### config.mk
export PLATFORM = sky130hd
export DESIGN_NAME = mult_ctrl_flat
export DESIGN_NICKNAME = d
export VERILOG_FILES = /design/src/rtl/mult_pkg.sv /design/src/rtl/mult_ctrl_if.sv /design/src/rtl/mult_ctrl_sat_counter.sv /design/src/rtl/mult_ctrl.sv /design/src/flat_wrapper.sv
export SDC_FILE = /design/constraint.sdc
export NUM_CORES = 1
export LEC_CHECK = 0
export CORE_MARGIN = 1.5
export CORE_UTILIZATION = 40
export DETAILED_ROUTE_END_ITERATION = 6
export PLACE_DENSITY = 0.76
export RECOVER_POWER = 25
export SKIP_LAST_GASP = 1
export SYNTH_ARGS = -nofsm -noshare
export SYNTH_HDL_FRONTEND = slang
export SYNTH_SLANG_ARGS = --single-unit
### constraint.sdc
create_clock -name clk -period 1.9 [get_ports clk]
set_input_delay 0.57 -clock clk [delete_from_list [all_inputs] [get_ports clk]]
set_output_delay 0.57 -clock clk [all_outputs]
set_load 0.03 [all_outputs]
### src/rtl/mult_pkg.sv
// Shared types and mux-select encodings for the repeated-addition multiplier.
package mult_pkg;

  typedef enum logic [1:0] {
    IDLE = 2'd0,
    CALC = 2'd1,
    DONE = 2'd2
  } state_t;

  localparam logic B_SEL_IN   = 1'b0;
  localparam logic B_SEL_SUB  = 1'b1;
  localparam logic M_SEL_ZERO = 1'b0;
  localparam logic M_SEL_ADD  = 1'b1;

endpackage

### src/rtl/mult_ctrl_if.sv
// Controller-side bus of the multiplier: operand/result handshakes,
// datapath enables/selects, the B_zero status flag and the cycle count.
interface mult_ctrl_if #(parameter int w = 16);

  logic         operands_val;
  logic         operands_rdy;
  logic         operand_b_zero;
  logic         result_val;
  logic         result_rdy;
  logic         A_en;
  logic         B_en;
  logic         M_en;
  logic         B_mux_sel;
  logic         M_mux_sel;
  logic         B_zero;
  logic [w-1:0] cycles;

  // Environment side: producer/consumer plus datapath.
  modport master (
    output operands_val, operand_b_zero, result_rdy, B_zero,
    input  operands_rdy, result_val, A_en, B_en, M_en,
           B_mux_sel, M_mux_sel, cycles
  );

  // Controller side.
  modport slave (
    input  operands_val, operand_b_zero, result_rdy, B_zero,
    output operands_rdy, result_val, A_en, B_en, M_en,
           B_mux_sel, M_mux_sel, cycles
  );

endinterface

### src/rtl/mult_ctrl_sat_counter.sv
// Clearable up-counter that sticks at all-ones instead of wrapping.
module sat_counter #(
  parameter int w = 16
) (
  input  logic         clk,
  input  logic         rst_n,
  input  logic         i_clr,
  input  logic         i_inc,
  output logic [w-1:0] o_cnt
);

  logic [w-1:0] r_cnt;

  always_ff @(posedge clk or negedge rst_n) begin
    if (!rst_n)                       r_cnt <= '0;
    else if (i_clr)                   r_cnt <= '0;
    else if (i_inc && (r_cnt != '1))  r_cnt <= r_cnt + w'(1);
  end

  assign o_cnt = r_cnt;

endmodule

### src/rtl/mult_ctrl.sv
// Repeated-addition multiplier controller: IDLE accepts operands, CALC does
// one M+=A / B-=1 step per cycle until B_zero, DONE presents the result.
module mult_ctrl
  import mult_pkg::*;
#(
  parameter int w = 16
) (
  input  logic        clk,
  input  logic        rst_n,
  mult_ctrl_if.slave  bus
);

  state_t       r_state;
  state_t       w_next;
  logic         w_op_rdy;
  logic         w_res_val;
  logic         w_a_en;
  logic         w_b_en;
  logic         w_m_en;
  logic         w_b_sel;
  logic         w_m_sel;
  logic         w_clr;
  logic         w_inc;
  logic [w-1:0] w_cnt;

  always_ff @(posedge clk or negedge rst_n) begin
    if (!rst_n) r_state <= IDLE;
    else        r_state <= w_next;
  end

  always_comb begin
    w_next    = r_state;
    w_op_rdy  = 1'b0;
    w_res_val = 1'b0;
    w_a_en    = 1'b0;
    w_b_en    = 1'b0;
    w_m_en    = 1'b0;
    w_b_sel   = B_SEL_IN;
    w_m_sel   = M_SEL_ZERO;
    w_clr     = 1'b0;
    w_inc     = 1'b0;
    case (r_state)
      IDLE: begin
        w_op_rdy = 1'b1;
        if (bus.operands_val) begin
          w_a_en  = 1'b1;
          w_b_en  = 1'b1;
          w_m_en  = 1'b1;
          w_clr   = 1'b1;
          // A zero multiplier skips CALC entirely; M was just cleared.
          w_next  = bus.operand_b_zero ? DONE : CALC;
        end
      end
      CALC: begin
        w_b_en  = 1'b1;
        w_m_en  = 1'b1;
        w_b_sel = B_SEL_SUB;
        w_m_sel = M_SEL_ADD;
        w_inc   = 1'b1;
        if (bus.B_zero) w_next = DONE;
      end
      DONE: begin
        w_res_val = 1'b1;
        if (bus.result_rdy) w_next = IDLE;
      end
      default: w_next = IDLE;
    endcase
  end

  sat_counter #(.w(w)) u_cycles (
    .clk   (clk),
    .rst_n (rst_n),
    .i_clr (w_clr),
    .i_inc (w_inc),
    .o_cnt (w_cnt)
  );

  // Everything is forced low while reset is asserted, so the datapath
  // stops loading immediately on a mid-operation reset.
  assign bus.operands_rdy = w_op_rdy  & rst_n;
  assign bus.result_val   = w_res_val & rst_n;
  assign bus.A_en         = w_a_en    & rst_n;
  assign bus.B_en         = w_b_en    & rst_n;
  assign bus.M_en         = w_m_en    & rst_n;
  assign bus.B_mux_sel    = w_b_sel   & rst_n;
  assign bus.M_mux_sel    = w_m_sel   & rst_n;
  assign bus.cycles       = w_cnt & {w{rst_n}};

endmodule

### src/flat_wrapper.sv
// flat-port wrapper written by rule: the top's interface ports become plain ports
module mult_ctrl_flat import mult_pkg::*;
#(
  parameter int w = 16
)
  (clk, rst_n, bus_operands_val, bus_operand_b_zero, bus_result_rdy, bus_B_zero, bus_operands_rdy, bus_result_val, bus_A_en, bus_B_en, bus_M_en, bus_B_mux_sel, bus_M_mux_sel, bus_cycles);
  mult_ctrl_if #(.w(w)) bus_i ();
  input  logic clk;
  input  logic rst_n;
  input wire logic [$bits(bus_i.operands_val)-1:0] bus_operands_val;
  input wire logic [$bits(bus_i.operand_b_zero)-1:0] bus_operand_b_zero;
  input wire logic [$bits(bus_i.result_rdy)-1:0] bus_result_rdy;
  input wire logic [$bits(bus_i.B_zero)-1:0] bus_B_zero;
  output wire logic [$bits(bus_i.operands_rdy)-1:0] bus_operands_rdy;
  output wire logic [$bits(bus_i.result_val)-1:0] bus_result_val;
  output wire logic [$bits(bus_i.A_en)-1:0] bus_A_en;
  output wire logic [$bits(bus_i.B_en)-1:0] bus_B_en;
  output wire logic [$bits(bus_i.M_en)-1:0] bus_M_en;
  output wire logic [$bits(bus_i.B_mux_sel)-1:0] bus_B_mux_sel;
  output wire logic [$bits(bus_i.M_mux_sel)-1:0] bus_M_mux_sel;
  output wire logic [$bits(bus_i.cycles)-1:0] bus_cycles;
  assign bus_i.operands_val = bus_operands_val;
  assign bus_i.operand_b_zero = bus_operand_b_zero;
  assign bus_i.result_rdy = bus_result_rdy;
  assign bus_i.B_zero = bus_B_zero;
  assign bus_operands_rdy = bus_i.operands_rdy;
  assign bus_result_val = bus_i.result_val;
  assign bus_A_en = bus_i.A_en;
  assign bus_B_en = bus_i.B_en;
  assign bus_M_en = bus_i.M_en;
  assign bus_B_mux_sel = bus_i.B_mux_sel;
  assign bus_M_mux_sel = bus_i.M_mux_sel;
  assign bus_cycles = bus_i.cycles;
  mult_ctrl #(.w(w)) u_core (.clk(clk), .rst_n(rst_n), .bus(bus_i));
endmodule
==> impl_results.md <==
* Crit path time final at 2.00 ns
* Worst-path maximum fanout at 3
* Yosys warns at 0
* Total GRT Usage at 18.1%
* Ant diodes at 0
* CP endpoint kind: output pin
* Final core occ at 58.6%
* P_leak at 0.811 nW
* Crit path required time at 1.33 ns
* Commonest non-fill, non-tap cell in the layout: buf_4
* Synth area leaders: dfrtp_1, and2_1, mux2i_1
* Avg Vias per Cell at 5.36
* Routed WL at 2700 um
* Synth Cell Area at 1190 sq um
* Worst-Skew Late Latency at 0.30 ns
* Overflow after GRT at 0
* RSZ-0062 raised after global routing: yes
* Final clock skew at 0.00313 ns
* Number of buffers created by CTS at 3
* Sequential fraction of the synthesis area at 37.8%
* CP peak stage delay at 0.42 ns
* DRC violations left at 0
* Initial antenna violation count at 0
* Ports at 29
* FF+latch count, synth at 18
* Core Area at 2780 sq um
* Avg Cell Area, Syn at 9.45 sq um
* WL met3 at 96 um
* CTS tree: yes
* Number of global-route vias before repair at 1,035
* Fin cells at 201
* Initial DRC Count at 24
* Area share of the largest cell type after synthesis at 37.8%
* CP arrival at 1.43 ns
* Worst vdd ir at 0.431 mV
* H-tree levels at 1
* Final Wtd Congestion at 0.792
* PwrDens at 660 nW/um^2
* Die area at 3310 sq um
* CP max-delay cell: dfrtp_1
* Setup-failing EPs final at 4
* First-pass GRT wire length at 4690 um
* Synth area leader: dfrtp_1
* Yosys cell types at 39
* Slew Limit Headroom at 69.9%
* DRT met1 WL at 1180 um
* WL/cell at 13.4 um
* Post-DP HPWL at 2050 um
* Initial Utilization at 42.8%
* Worst-margin pin slew at 0.447 ns
* Fin worst setup slack at -0.103 ns
* Syn Nets at 133
* Die Y at 57.6 um
* Failing checks: setup timing
* Layout cells sized above 1 at 37.1%
* Most frequent cells in the layout: buf_4, dfrtp_1, and2_1
* DR pass1 iterations at 4
* Max_cap viols at 0
* Worst min path class: input pin to asynchronous set/reset pin
* Synth-to-layout area growth at 36.8%
* Port bufs at 28
* Largest net degree at the start of global routing at 26
* Crit path kind: flop to output pin
* Via count at 1,077
* Worst-path clk slew at 0.11 ns
* Dpl ws at -0.455 ns
* Startpoint type of the worst setup path: flop
* Status: finished with violations
* Top sig layer: met4
* Layout net count at 178
* WL met2 at 1350 um
* Most frequent cell on the critical path: buf_6
* Sink Count at 18
* Root Buffer: clkbuf_4
* DIE WIDTH at 57.6 um
* Fin. max-slew vios at 0
* # hold bufs at CTS at 0
* Clk buf depth at 2
* Fin crit share at 105%
* Worst-path cell chain: buf_6 -> nor3b_4 -> and2_4 -> or2_4 -> buf_6
* Syn Inst Count at 126
* Final count of hold timing violations at 0
* FMAX at 0.499 GHz
* Antenna viol nets, final at 0
* Row cnt at 19
* Placed cell count at 194
cell type report:
cell class / instances / area [sq um]
clock buffers: 4 / 36.3
multi-input cells: 103 / 739
fillers: 247 / 1150
inverters: 1 / 3.75
well taps: 31 / 38.8
repair buffers: 44 / 359
flip-flops and latches: 18 / 452
flip-flops by register name, indices dropped and copies added (netlist names):
register	cells
u_core.r_state	2
u_core.u_cycles.o_cnt	16
logic make-up (layout without fill, tap and decap cells):
group           count (synthesis)  after routing  share of synthesized area (%)
compound gates                 13             13                           9.98
xor+xnor                        6              6                           4.41
fa+ha+maj                       1              1                           1.05
buf+inv                         5             49                           2.52
flops                          18             18                           37.8
mux                             7              7                           5.99
simple gates                   76             76                           38.2
Yosys cell counts:
| cell | count |
|---|---|
| a211oi_4 | 1 |
| a21oi_1 | 2 |
| a21oi_2 | 1 |
| a22o_2 | 1 |
| a311o_1 | 1 |
| a31oi_1 | 1 |
| a41o_1 | 1 |
| and2_1 | 18 |
| and2_2 | 1 |
| and3_1 | 3 |
| and3_4 | 2 |
| and3b_1 | 1 |
| and4_2 | 1 |
| buf_4 | 3 |
| clkbuf_1 | 1 |
| dfrtp_1 | 18 |
| ha_1 | 1 |
| inv_1 | 1 |
| mux2_2 | 1 |
| mux2i_1 | 6 |
| nand2_1 | 15 |
| nand2b_1 | 1 |
| nand3_1 | 4 |
| nand3_2 | 1 |
| nand4_1 | 5 |
| nand4_4 | 1 |
| nand4bb_4 | 1 |
| nor2_1 | 14 |
| nor2b_1 | 2 |
| nor3_1 | 3 |
| nor3b_1 | 1 |
| o211ai_1 | 2 |
| o21ai_0 | 1 |
| o21ai_4 | 1 |
| o31ai_1 | 1 |
| or2_2 | 1 |
| or2_4 | 1 |
| xnor2_1 | 2 |
| xor2_1 | 4 |
layer usage:
layer	up-vias	GRT usage, %
met4	0	10.3
li1	531	-
met1	516	22.5
met2	23	29.5
met5	-	0
met3	7	2.95
repair_timing:
item                                    CTS  global route
buffers inserted                          1             2
endpoints found under the setup margin   23            20
resized for setup                        12             5
pin swaps                                 2             0
through the flow:
stage / setup TNS (ns) / power (mW) / hold slack [ns] / instance area, sq um
6_report: -0.248 / 1.07 / 0.245 / 1630
5_1_grt: -0.759 / 1.13 / 0.263 / 1630
4_1_cts: -0.241 / 1.07 / 0.205 / 1600
3_5_place_dp: -8.41 / 0.795 / 0.512 / 1540
3_3_place_gp: -7.86 / 0.787 / 0.508 / 1540
2_1_floorplan: -0.323 / 0.651 / 0.274 / 1210
worst max-delay path: cells and delay by family (launching register included):
| kind | cells | cell delay [ns] |
|---|---|---|
| AND/OR/NAND/NOR | 3 | 0.46 |
| flip-flops | 1 | 0.42 |
| buffers and inverters | 2 | 0.25 |
power by group:
part           switching (mW)  internal, mW  total, mW
clock                   0.128         0.117      0.245
sequential             0.0300         0.409      0.439
combinational           0.200         0.191      0.391
total                   0.358         0.716       1.07
final timing paths:
path	from	end	slack (ns)	depth (start not counted)
worst min-delay path	rst_n	u_core.u_cycles.o_cnt[5]	0.24	2
worst max-delay path	u_core.r_state[0]	bus_M_en	-0.10	5
max in group asynchronous	rst_n	u_core.r_state[1]	1.36	2
worst min register to register	u_core.u_cycles.o_cnt[10]	u_core.u_cycles.o_cnt[10]	0.52	1
min in group clk	u_core.u_cycles.o_cnt[10]	u_core.u_cycles.o_cnt[10]	0.52	1
worst max register to register	u_core.u_cycles.o_cnt[1]	u_core.u_cycles.o_cnt[9]	0.16	6
(Power assumes the default switching activity.)
